===== src/rtl/conv_pkg.sv =====
// Shared types and helpers for the convolution window fetch engine.
package conv_pkg;

  localparam int DW_DEFAULT = 8;

  typedef enum logic [1:0] {IDLE, FETCH, LAST, PRESENT} fetch_state_t;

  // Number of whole windows along one image axis for a given stride.
  function automatic int out_dim(input int img, input int k, input int s);
    return (img - k) / s + 1;
  endfunction

endpackage


===== src/rtl/win_addr_gen.sv =====
// Image RAM address for tap (i,j) of the window at output position (r,c).
module win_addr_gen #(
  parameter int IMG_W  = 28,
  parameter int ADDR_W = 14,
  parameter int TW     = 2
) (
  input  logic [7:0]        row_i,
  input  logic [7:0]        col_i,
  input  logic [TW-1:0]     tapI_i,
  input  logic [TW-1:0]     tapJ_i,
  input  logic              stride2_i,
  input  logic [ADDR_W-1:0] base_i,
  output logic [ADDR_W-1:0] addr_o
);

  localparam int AW = ADDR_W + 8;

  logic [AW-1:0] rowPix;
  logic [AW-1:0] colPix;

  // Wide intermediate keeps the sum exact; wrap-around happens only at the final truncation.
  always_comb begin
    rowPix = (AW'(row_i) << stride2_i) + AW'(tapI_i);
    colPix = (AW'(col_i) << stride2_i) + AW'(tapJ_i);
    addr_o = ADDR_W'(AW'(base_i) + rowPix * AW'(IMG_W) + colPix);
  end

endmodule


===== src/rtl/conv_window_fetch.sv =====
// Fetches KxK image windows from a 1-cycle-latency RAM and hands them out over valid/ready.
module conv_window_fetch
  import conv_pkg::*;
#(
  parameter int DW     = DW_DEFAULT,
  parameter int IMG_W  = 28,
  parameter int IMG_H  = 28,
  parameter int K      = 3,
  parameter int ADDR_W = 14,
  parameter int PASS_W = 6
) (
  input  logic                clk,
  input  logic                reset,
  input  logic                start_i,
  input  logic                stride2_i,
  input  logic [PASS_W-1:0]   num_passes_i,
  input  logic [ADDR_W-1:0]   base_addr_i,
  output logic [ADDR_W-1:0]   ram_addr_o,
  output logic                ram_rden_o,
  input  logic [DW-1:0]       ram_q_i,
  output logic                out_valid_o,
  input  logic                out_ready_i,
  output logic [K*K*DW-1:0]   out_window_o,
  output logic [7:0]          out_row_o,
  output logic [7:0]          out_col_o,
  output logic [PASS_W-1:0]   out_pass_o,
  output logic                out_last_o,
  output logic                busy_o,
  output logic                done_o
);

  localparam int NT     = K * K;
  localparam int TW     = (K > 1) ? $clog2(K) : 1;
  localparam int OUT_W1 = out_dim(IMG_W, K, 1);
  localparam int OUT_W2 = out_dim(IMG_W, K, 2);
  localparam int OUT_H1 = out_dim(IMG_H, K, 1);
  localparam int OUT_H2 = out_dim(IMG_H, K, 2);

  if (OUT_W1 > 256 || OUT_H1 > 256 || OUT_W1 < 1 || OUT_H1 < 1) begin : g_dimCheck
    $error("conv_window_fetch: output dimensions must lie in 1..256");
  end

  fetch_state_t        state_q, state_d;
  logic                stride_q, stride_d;
  logic [PASS_W-1:0]   numPasses_q, numPasses_d;
  logic [ADDR_W-1:0]   base_q, base_d;
  logic [7:0]          row_q, row_d, col_q, col_d;
  logic [PASS_W-1:0]   pass_q, pass_d;
  logic [TW-1:0]       tapI_q, tapI_d, tapJ_q, tapJ_d;
  logic                done_q, done_d;
  logic                capValid_q;
  logic [NT*DW-1:0]    window_q;
  logic [(NT+1)*DW-1:0] windowShift;
  logic [7:0]          colMax, rowMax;
  logic                lastCol, lastRow, lastPass, lastTap;
  logic [ADDR_W-1:0]   genAddr;

  win_addr_gen #(.IMG_W(IMG_W), .ADDR_W(ADDR_W), .TW(TW)) u_addrGen (
    .row_i     (row_q),
    .col_i     (col_q),
    .tapI_i    (tapI_q),
    .tapJ_i    (tapJ_q),
    .stride2_i (stride_q),
    .base_i    (base_q),
    .addr_o    (genAddr)
  );

  always_ff @(posedge clk) begin
    if (reset) begin
      state_q     <= IDLE;
      stride_q    <= 1'b0;
      numPasses_q <= '0;
      base_q      <= '0;
      row_q       <= '0;
      col_q       <= '0;
      pass_q      <= '0;
      tapI_q      <= '0;
      tapJ_q      <= '0;
      done_q      <= 1'b0;
      capValid_q  <= 1'b0;
      window_q    <= '0;
    end else begin
      state_q     <= state_d;
      stride_q    <= stride_d;
      numPasses_q <= numPasses_d;
      base_q      <= base_d;
      row_q       <= row_d;
      col_q       <= col_d;
      pass_q      <= pass_d;
      tapI_q      <= tapI_d;
      tapJ_q      <= tapJ_d;
      done_q      <= done_d;
      capValid_q  <= (state_q == FETCH);
      if (capValid_q) window_q <= windowShift[(NT+1)*DW-1:DW];
    end
  end

  // Taps arrive in row-major order, so shifting in from the top leaves tap 0 at the LSBs.
  assign windowShift = {ram_q_i, window_q};

  assign colMax   = stride_q ? 8'(OUT_W2 - 1) : 8'(OUT_W1 - 1);
  assign rowMax   = stride_q ? 8'(OUT_H2 - 1) : 8'(OUT_H1 - 1);
  assign lastCol  = (col_q == colMax);
  assign lastRow  = (row_q == rowMax);
  assign lastPass = (pass_q == numPasses_q - PASS_W'(1));
  assign lastTap  = (tapI_q == TW'(K - 1)) && (tapJ_q == TW'(K - 1));

  always_comb begin
    state_d     = state_q;
    stride_d    = stride_q;
    numPasses_d = numPasses_q;
    base_d      = base_q;
    row_d       = row_q;
    col_d       = col_q;
    pass_d      = pass_q;
    tapI_d      = tapI_q;
    tapJ_d      = tapJ_q;
    done_d      = 1'b0;
    unique case (state_q)
      IDLE: begin
        if (start_i) begin
          stride_d    = stride2_i;
          numPasses_d = num_passes_i;
          base_d      = base_addr_i;
          row_d       = '0;
          col_d       = '0;
          pass_d      = '0;
          tapI_d      = '0;
          tapJ_d      = '0;
          if (num_passes_i == '0) done_d = 1'b1;
          else                    state_d = FETCH;
        end
      end
      FETCH: begin
        if (lastTap) begin
          tapI_d  = '0;
          tapJ_d  = '0;
          state_d = LAST;
        end else if (tapJ_q == TW'(K - 1)) begin
          tapJ_d = '0;
          tapI_d = tapI_q + TW'(1);
        end else begin
          tapJ_d = tapJ_q + TW'(1);
        end
      end
      LAST: state_d = PRESENT;
      PRESENT: begin
        if (out_ready_i) begin
          state_d = FETCH;
          if (!lastCol) begin
            col_d = col_q + 8'd1;
          end else begin
            col_d = '0;
            if (!lastRow) begin
              row_d = row_q + 8'd1;
            end else begin
              row_d = '0;
              if (!lastPass) begin
                pass_d = pass_q + PASS_W'(1);
              end else begin
                state_d = IDLE;
                done_d  = 1'b1;
              end
            end
          end
        end
      end
      default: state_d = IDLE;
    endcase
  end

  assign ram_rden_o   = (state_q == FETCH);
  assign ram_addr_o   = (state_q == FETCH) ? genAddr : '0;
  assign out_valid_o  = (state_q == PRESENT);
  assign out_window_o = window_q;
  assign out_row_o    = row_q;
  assign out_col_o    = col_q;
  assign out_pass_o   = pass_q;
  assign out_last_o   = (state_q == PRESENT) && lastCol && lastRow && lastPass;
  assign busy_o       = (state_q != IDLE);
  assign done_o       = done_q;

endmodule

===== config.mk =====
export PLATFORM = sky130hd
export DESIGN_NAME = conv_window_fetch
export DESIGN_NICKNAME = d
export VERILOG_FILES = /design/src/rtl/conv_pkg.sv /design/src/rtl/win_addr_gen.sv /design/src/rtl/conv_window_fetch.sv
export SDC_FILE = /design/constraint.sdc
export NUM_CORES = 1
export LEC_CHECK = 0
export ABC_AREA = 0
export BUFFER_PORTS_ARGS = -buffer_cell sky130_fd_sc_hd__buf_2
export CORE_AREA = 2 2 151 138
export DETAILED_ROUTE_END_ITERATION = 8
export DIE_AREA = 0 0 153 140
export SLEW_MARGIN = 20
export SYNTH_ARGS = -nofsm -noshare
export SYNTH_HDL_FRONTEND = slang
export SYNTH_SLANG_ARGS = --single-unit

===== constraint.sdc =====
create_clock -name clk -period 10.4 [get_ports clk]
set_clock_uncertainty 0.2 [all_clocks]
set_input_delay 2.08 -clock clk [delete_from_list [all_inputs] [get_ports clk]]
set_output_delay 2.08 -clock clk [all_outputs]
set_load 0.005 [all_outputs]

Word level (Yosys, flattened, before mapping)
Index checks and enable logic that the tools add are counted.
{"block": "totals", "reg_bits": 123, "output_inout_bits": 113, "wordCells": 95}
{"block": "classes", "add_sub_neg": 10, "n_mul": 1, "eq_ne": 16, "shifts": 2, "n_mux": 38, "reduce_logical": 16}
{"operator": "$mux W8", "count": 6}
{"operator": "$pmux W8 S2", "count": 2}
{"operator": "$mux W6", "count": 5}
{"operator": "$add A14 B14 Y14", "count": 2}
{"operator": "$add A22 B2 Y22", "count": 1}
{"operator": "$mul A22 B3 Y12 const B", "count": 1}
{"operator": "$shl A8 B1 Y22", "count": 1}
{"operator": "$mux W2", "count": 9}
{"operator": "$add A8 B1 Y8 const B", "count": 2}
{"operator": "$eq A8 B5 Y1", "count": 2}
{"operator": "$add A14 B2 Y14", "count": 1}
{"operator": "$mux W14", "count": 1}
{"operator": "$shl A8 B1 Y14", "count": 1}
{"operator": "$pmux W6 S2", "count": 1}
{"operator": "$mux W1", "count": 9}
{"operator": "$eq A2 B2 Y1 const B", "count": 4}
{"operator": "$ne A2 B1 Y1 const B", "count": 4}
{"operator": "$pmux W2 S2", "count": 2}
{"operator": "$pmux W2 S4", "count": 1}
{"operator": "$reduce_and A4 Y1", "count": 2}
{"operator": "$add A6 B1 Y6 const B", "count": 1}
{"operator": "$eq A6 B6 Y1", "count": 1}
{"operator": "$logic_not A6 Y1", "count": 1}
{"operator": "$ne A2 B2 Y1 const B", "count": 3}
{"operator": "12 further kinds", "count": 20}

Depth between registers and ports, before layout
Gate-level depths: netlist (run 1).
{"block": "depth", "depth_word": 7, "mapped_depth": 27}

Modules after synthesis
A second synthesis (run 1) with hierarchy kept.
{"block": "unflattened", "hier_cells": 776, "hier_area_um2": 6934.2}
{"module": "conv_window_fetch", "n_inst": 1, "cells_each": 540, "area_each_um2": 5046.1}
{"module": "win_addr_gen", "n_inst": 1, "cells_each": 236, "area_each_um2": 1888.1}

Least setup slack after synthesis (run 1)
No wires, ideal clock.
{"block": "synth_path", "path_type": "register to output", "startpoint": "register stride_q", "endpoint": "output port ram_addr_o[13]", "arrival_time_ps": 5747, "required_time_ps": 8120, "setup_slack_ps": 2373, "stages_incl_launch_ff": 26, "cell_sequence": "dfxtp_1 -> buf_2 -> buf_1 -> clkbuf_1 -> o21ai_0 -> ha_1 -> a21oi_1 -> nor4b_1 -> and2_1 -> a21oi_1 -> a21oi_1 -> a21oi_1 -> fa_1 -> inv_1 -> ha_1 -> or2_2 -> a21oi_1 -> a21oi_1 -> xnor2_1 -> ha_1 -> ha_1 -> o21ai_0 -> a21oi_1 -> a2bb2oi_1 -> xnor2_1 -> mux2i_1"}
{"block": "synth_via", "elab_chain_len": 6, "elab_cells_between_ends": 8, "cone_classes": "4 x add/sub; 1 x mul; 2 x shift; 1 x mux"}
{"element": "start: declaration", "line": "conv_window_fetch.sv:44", "text": "logic stride_q, stride_d;"}
{"element": "start signal: assignment", "line": "conv_window_fetch.sv:84", "text": "stride_q <= stride_d;"}
{"element": "$shl A8 B1 Y22", "line": "win_addr_gen.sv:23", "text": "rowPix = (AW'(row_i) << stride2_i) + AW'(tapI_i);"}
{"element": "$add A22 B2 Y22", "line": "win_addr_gen.sv:23"}
{"element": "$mul A22 B3 Y12", "line": "win_addr_gen.sv:25", "text": "addr_o = ADDR_W'(AW'(base_i) + rowPix * AW'(IMG_W) + colPix);"}
{"element": "$add A14 B14 Y14", "line": "win_addr_gen.sv:25"}
{"element": "$add A14 B14 Y14 (*)", "line": "win_addr_gen.sv:25"}
{"element": "$mux W14 (*)", "line": "conv_window_fetch.sv:173", "text": "assign ram_addr_o = (state_q == FETCH) ? genAddr : '0;"}
{"element": "end: declaration", "line": "conv_window_fetch.sv:18", "text": "output logic [ADDR_W-1:0] ram_addr_o,"}
Every way passes the cells marked *; elsewhere a longest branch is shown, timed or not.

Worst setup path in the final report (run 1)
Same ends and word-level chain as after synthesis.

==> flow_metrics.py, run 1 <==
metrics = {
    "outcome": {
        "status": "completed",
    },
    "grt": {
        "grt_max_degree": 92,
        "grtUsageMet1_pct": 22.37,
        "first_global_vias": 5152,
        "overflow": 0,
        "grt.met2_usage_pct": 24.66,
        "antenna_found_initial": 1,
        "grt-busiest-layer": "met2",
        "gr-usage-met3_pct": 4.239,
        "grt_pass1_wl_mm": 27.81,
        "track_usage_pct": 16.05,
    },
    "final_layout": {
        "nFillCells": 2005,
        "drive_gt1_share_pct": 22.05,
        "layout.nets": 995,
        "diodes": 0,
        "final_common_cell": "buf_2",
        "area_growth_pct": 21.52,
        "most-common-layout-cells": "buf_2, nor2_1, dfxtp_1",
    },
    "timing": {
        "drv_slew": 0,
        "rsz0062_at_grt": "false",
        "fin_ws_ns": 2.016,
        "hold_violations": 0,
        "layout_min_cycle_time_ns": 8.384,
        "relSlewSlack_pct": 30.52,
        "tightest_slew_ns": 1.042,
        "setup_viol": 0,
        "fin_crit_sh_pct": 80.61,
        "hold_ws_ns": 0.2654,
        "fmaxAchievable_mhz": 119.3,
        "setup_tns_ns": 0,
    },
    "critical_path": {
        "crit_path_end_kind": "output pin",
        "critPathLaunch": "stride_q$_SDFFE_PP0P_",
        "r2r-start": "stride_q$_SDFFE_PP0P_",
        "crit_arrival_ns": 6.10,
        "path_max_fanout": 33,
        "crit_type": "reg -> out",
        "reg2reg_depth": 9,
        "worst_setup_path_start_kind": "register",
        "required_ns": 8.12,
    },
    "pwr": {
        "ir_drop_mv": 0.1517,
        "clockPowerShare_pct": 37.4,
        "leakagePower_nw": 3.839,
        "seqPwrFrac_pct": 34.8,
        "switching_share_pct": 34.77,
        "intPower_mw": 1.026,
        "power_density_nw_per_um2": 188.5,
        "power_frac_comb_pct": 27.8,
        "power_switching_uw": 546.9,
    },
    "route": {
        "dr_total_vias": 5589,
        "dr.pass1.iters": 5,
        "ant_nets": 0,
        "viasPerCell": 4.773,
        "drc": 0,
        "first_iter_violations": 290,
        "wl_per_cell_um": 14.52,
        "wl_mm": 17.00,
    },
    "synthesis": {
        "synth_edf_count": 0,
        "syn-num-nets": 868,
        "netlist_area_um2": 6867,
        "synth.distinct_cells": 57,
        "yosys_most_used_dff": "dfxtp_1",
        "yosysWarnings": 0,
        "netlist_instances": 776,
        "syn_area_per_cell_um2": 8.849,
        "synthArstFlopShare_pct": 0,
        "synth-seq-area-share_pct": 35.86,
        "synth_seq_cells": 123,
    },
    "clock_tree": {
        "root_buffer": "clkbuf_16",
        "cts.clk_slew.worst_paths_ns": 0.06,
        "cts_tree": "built",
        "ctsResizeCount": 0,
        "insertion_delay_ns": 0.42,
        "cts.sink_count": 123,
        "cts_buffers": 17,
        "cts_buffer_depth": 2,
        "cts_hold_buf": 0,
        "cts_setup_buffers": 0,
        "htreeDepth": 4,
    },
    "floorplanning": {
        "dieWidth_um": 153,
        "dieArea_um2": 21420,
        "core_um2": 19800,
        "rows": 49,
        "io_pins": 146,
        "start_util_pct": 34.67,
        "fp.dieH_um": 140,
    },
    "flow_run": {
        "max_cap_viol_count": 0,
    },
    "placed_design": {
        "dpl_worst_slack_ns": 2.492,
        "io_buffers": 145,
        "gp_congestion": 0.8660,
        "place.detailed.hpwl_mm": 12.39,
    },
    "worst_hold_path": {
        "min-delay-start": "base_q[8]$_SDFFE_PP0P_",
        "hold_class": "reg -> reg",
        "whs_path_depth": 2,
    },
}
-- cell usage after synthesis (6+ instances only) --
cell / count / area, µm²
nand2_1: 69 / 259.0
and2_1: 9 / 56.30
a21o_1: 9 / 67.56
ha_1: 42 / 525.5
dfxtp_1: 123 / 2462
mux2i_1: 82 / 820.8
xnor2_1: 25 / 219.0
mux2_2: 6 / 67.56
nand2b_1: 8 / 50.05
fa_1: 17 / 340.3
nand4_1: 7 / 43.79
o21ai_0: 24 / 120.1
a31oi_1: 7 / 43.79
xor2_1: 20 / 175.2
a21oi_1: 52 / 260.3
nor2_1: 123 / 461.7
nand3_1: 9 / 45.04
a211oi_1: 6 / 45.04
clkbuf_1: 26 / 97.59
buf_1: 10 / 37.54
inv_1: 34 / 127.6
nor2b_1: 6 / 37.54
-- final timing paths --
check	endpoint	slack, ns
min	base_q[8]$_SDFFE_PP0P_	0.27
max	ram_addr_o[13]	2.02
min reg2reg	base_q[8]$_SDFFE_PP0P_	0.27
max reg2reg	out_pass_o[5]$_SDFFE_PP0P_	7.24
-- cells by family after synthesis --
group	count (synthesis)	share of synthesized area, %
xor gates and xnor gates	45	5.740
adders and majority gates	59	12.61
buffers and inverters	75	4.519
AOI/OAI and AO/OA	123	10.95
and+or+nand+nor	263	17.38
DFF	123	35.86
muxes	88	12.94
-- through the flow --
| step | area (µm²) | power [mW] | cells | util [%] |
|---|---|---|---|---|
| after floorplan | 6867 | 0.8815 | 776 | - |
| after global placement | 7761 | 0.9917 | 1139 | 39.19 |
| after detailed placement | 7761 | 0.9915 | 1139 | 39.19 |
| after CTS | 8344 | 1.592 | 1171 | 42.14 |
| after global routing | 8344 | 1.675 | 1171 | 42.14 |
| final | 8344 | 1.573 | 1171 | 42.14 |
-- critical path: stages (launching register included) --
cell	delay, ns
dfxtp_1	0.30
buf_4	0.32
o21ai_0	0.21
ha_1	0.31
a21oi_1	0.08
nor4b_1	0.69
and2_1	0.27
a21oi_1	0.08
a21oi_1	0.17
a21oi_1	0.15
fa_1	0.57
inv_1	0.04
ha_1	0.32
or2_2	0.30
a21oi_1	0.16
a21oi_1	0.07
xnor2_1	0.14
ha_1	0.28
ha_1	0.31
o21ai_0	0.09
a21oi_1	0.12
a2bb2oi_1	0.20
xnor2_1	0.16
mux2i_1	0.19
buf_2	0.12
-- final cells by class --
type / count / area (µm²) / area share, %
multi-input combinational: 578 / 4094 / 49.06
clock inverter: 14 / 143.9 / 1.724
timing repair buffer: 148 / 750.7 / 8.997
inverter: 35 / 131.4 / 1.574
sequential: 123 / 2466 / 29.55
clock buffer: 18 / 439.2 / 5.263
tap: 255 / 319.1 / 3.824
-- registers in the layout, indices dropped and copies added, names as in the netlist --
signal        count
stride_q          1
out_pass_o        6
done_o            1
base_q           14
state_q           2
numPasses_q       6
capValid_q        1
tapI_q            2
tapJ_q            2
out_row_o         8
out_window_o     72
out_col_o         8
-- power by group through the flow --
stage	combinational, mW	sequential, mW	clock [mW]
after detailed placement	0.434	0.558	0
after global routing	0.496	0.553	0.626
after CTS	0.440	0.547	0.604
after global placement	0.434	0.557	0
final	0.437	0.547	0.589
after floorplan	0.344	0.538	0
-- per-layer routing --
layer | part of all wire [%] | vias to the layer above | wire length (µm)
met3 | 4.9 | 15 | 839
met5 | 0 | - | 0
met1 | 49 | 2559 | 8321
li1 | - | 2899 | -
met4 | 1.2 | 0 | 198
met2 | 45 | 116 | 7639
No activity file was read; power rests on OpenSTA's default activity.
==> run 2, diff against run 1 <==
==> constraint.sdc (replaced) <==
create_clock -name clk -period 7 [get_ports clk]
set_clock_uncertainty 0.2 [all_clocks]
set_input_delay 1.4 -clock clk [delete_from_list [all_inputs] [get_ports clk]]
set_output_delay 1.4 -clock clk [all_outputs]
set_load 0.005 [all_outputs]
==> run 2 against run 1 <==
  * Via count increased by 1.7%
  * First-iteration DRC count decreased by 12%
  * Critical path depth increased by 2
  * Register-to-register slack got worse by 3.4 ns
  * Sequential power increased by 46%
  * Sequential cell count unchanged
  * Clock power increased by 52%
  * Count of clock-buffer cells in the layout decreased by 1
  * Design area increased by 5.2%
  * Non-clock buffer count increased by 17
  * Largest power group unchanged
  * Highest routed layer is now met5
==> flow_metrics.py, run 2 (same netlist as run 1, synthesis figures left out) <==
metrics = {
    "floorplanning": {
        "start_util_pct": 34.67,
        "rows": 49,
        "io_pins": 146,
        "dieArea_um2": 21420,
        "dieWidth_um": 153,
        "core_um2": 19800,
        "fp.dieH_um": 140,
    },
    "placed_design": {
        "io_buffers": 145,
        "gp_congestion": 0.8714,
        "place.detailed.hpwl_mm": 12.40,
        "placedCellCount": 1145,
    },
    "pwr": {
        "power_mw": 2.379,
        "power_density_nw_per_um2": 270.9,
        "ir_drop_mv": 0.2039,
        "leakagePower_nw": 3.957,
    },
    "critical_path": {
        "path_max_fanout": 15,
        "crit_path_end_kind": "output pin",
        "critical_path_buf_inv_count": 2,
        "path_delay_family": "adder cells",
        "crit_top_cell": "ha_4",
        "slowest_delay_ns": 0.46,
        "required_ns": 5.40,
        "cp_num_cells": 26,
        "reg2reg_depth": 8,
        "r2r_slack_ns": 3.88,
        "cp_slowest_cell": "fa_1",
        "r2r-start": "state_q[0]$_SDFFE_PP0P_",
        "worst_setup_path_start_kind": "register",
        "crit_arrival_ns": 5.25,
        "r2r_end": "out_pass_o[3]$_SDFFE_PP0P_",
        "crit_type": "reg -> out",
    },
    "grt": {
        "grt_max_degree": 69,
        "grt_pass1_wl_mm": 28.01,
        "first_global_vias": 5238,
        "track_usage_pct": 16.24,
        "antenna_found_initial": 1,
        "overflow": 0,
    },
    "clock_tree": {
        "insertion_delay_ns": 0.42,
        "cts_tree": "built",
        "root_buffer": "clkbuf_16",
        "cts_hold_buf": 0,
        "cts.sink_count": 123,
        "cts.clk_slew.worst_paths_ns": 0.06,
        "cts_buffers": 17,
        "htreeDepth": 4,
        "cts_buffer_depth": 2,
    },
    "timing": {
        "hold_violations": 0,
        "hold_ws_ns": 0.2720,
        "relSlewSlack_pct": 32.72,
        "setup_tns_ns": 0,
        "drv_slew": 0,
        "fin_crit_sh_pct": 97.90,
        "tightest_slew_ns": 1.009,
        "layout_min_cycle_time_ns": 6.853,
        "setup_viol": 0,
        "fmaxAchievable_mhz": 145.9,
        "rsz0062_at_grt": "true",
    },
    "worst_hold_path": {
        "hold_class": "reg -> reg",
        "whs_path_depth": 2,
        "min-delay-start": "base_q[10]$_SDFFE_PP0P_",
        "min_to": "base_q[10]$_SDFFE_PP0P_",
    },
    "route": {
        "ant_nets": 0,
        "dr_total_vias": 5686,
        "wl_per_cell_um": 14.66,
        "drc": 0,
        "wl_mm": 17.41,
        "viasPerCell": 4.786,
        "dr.pass1.iters": 4,
        "first_iter_violations": 254,
    },
    "final_layout": {
        "final_common_cell": "buf_2",
        "drive_gt1_share_pct": 27.97,
        "fin_cells": 1188,
        "most-common-layout-cells": "buf_2, nor2_1, dfxtp_1",
        "layout.nets": 1012,
        "diodes": 0,
        "area_growth_pct": 27.90,
        "largest_reg_flops": 72,
    },
    "outcome": {
        "status": "completed",
    },
    "flow_run": {
        "max_cap_viol_count": 0,
    },
}
## run 2: cell types whose count changed in the layout (fill, tap and decap cells not counted), sizes merged
| cell | delta |
|---|---|
| clkinv | +1 |
| clkbuf | -1 |
| buf | +17 |
## run 2: per-stage QoR
step                setup slack, ns  cell area, µm²  utilization, %
global route                -0.1262            8782           44.35
floorplan                   0.04946            6890               -
finish                       0.1471            8782           44.35
global placement             0.3279            7825           39.51
detailed placement           0.2768            7825           39.51
CTS                         0.01010            8522           43.03
## run 2: worst register-to-register path, delay by kind of cell (launching register included)
family,cells,cell delay (ns)
compound gates,4,1.40
fa+ha+maj,1,0.30
buf+inv,1,0.09
flops,1,0.37
simple gates,2,0.72
## run 2: repair_timing
item / 4_1_cts / 5_1_grt
gates resized for setup: 14 / 38
pin swaps: 6 / 17
endpoints found under the setup margin: 3 / 4
buffers inserted: 5 / 5
## run 2: cell type report
cell class,count,area [µm²]
Clock buffer,17,425.4
Multi-Input combinational cell,578,4359
Clock inverter,15,173.9
Inverter,35,131.4
Sequential cell,123,2467
Fill cell,1939,11020
Tap cell,255,319.1
Timing Repair Buffer,165,905.9
## run 2: worst max path at each step
stage | startpoint | end | slack, ns
6_report | stride_q$_SDFFE_PP0P_ | ram_addr_o[13] | 0.15
5_1_grt | stride_q$_SDFFE_PP0P_ | ram_addr_o[13] | -0.13
4_1_cts | stride_q$_SDFFE_PP0P_ | ram_addr_o[13] | 0.01
3_5_place_dp | out_row_o[0]$_SDFFE_PP0P_ | ram_addr_o[13] | 0.28
3_3_place_gp | out_row_o[0]$_SDFFE_PP0P_ | ram_addr_o[13] | 0.33
2_1_floorplan | stride_q$_SDFFE_PP0P_ | ram_addr_o[13] | 0.05
## run 2: per-layer routing
| layer | track usage (%) | share of wire (%) | up-vias | wire (µm) |
|---|---|---|---|---|
| met1 | 22.22 | 49 | 2620 | 8484 |
| met3 | 4.394 | 4.3 | 19 | 750 |
| met2 | 24.64 | 45 | 96 | 7865 |
| met4 | 5.897 | 1.7 | 2 | 304 |
| met5 | 0 | 0.040 | - | 7 |
| li1 | - | - | 2949 | - |
## run 2: power by group
part	total, mW	internal, mW	leakage, nW	switching (mW)
registers	0.797	0.748	0.996	0.0488
logic	0.688	0.281	2.67	0.407
clock network	0.895	0.510	0.292	0.385
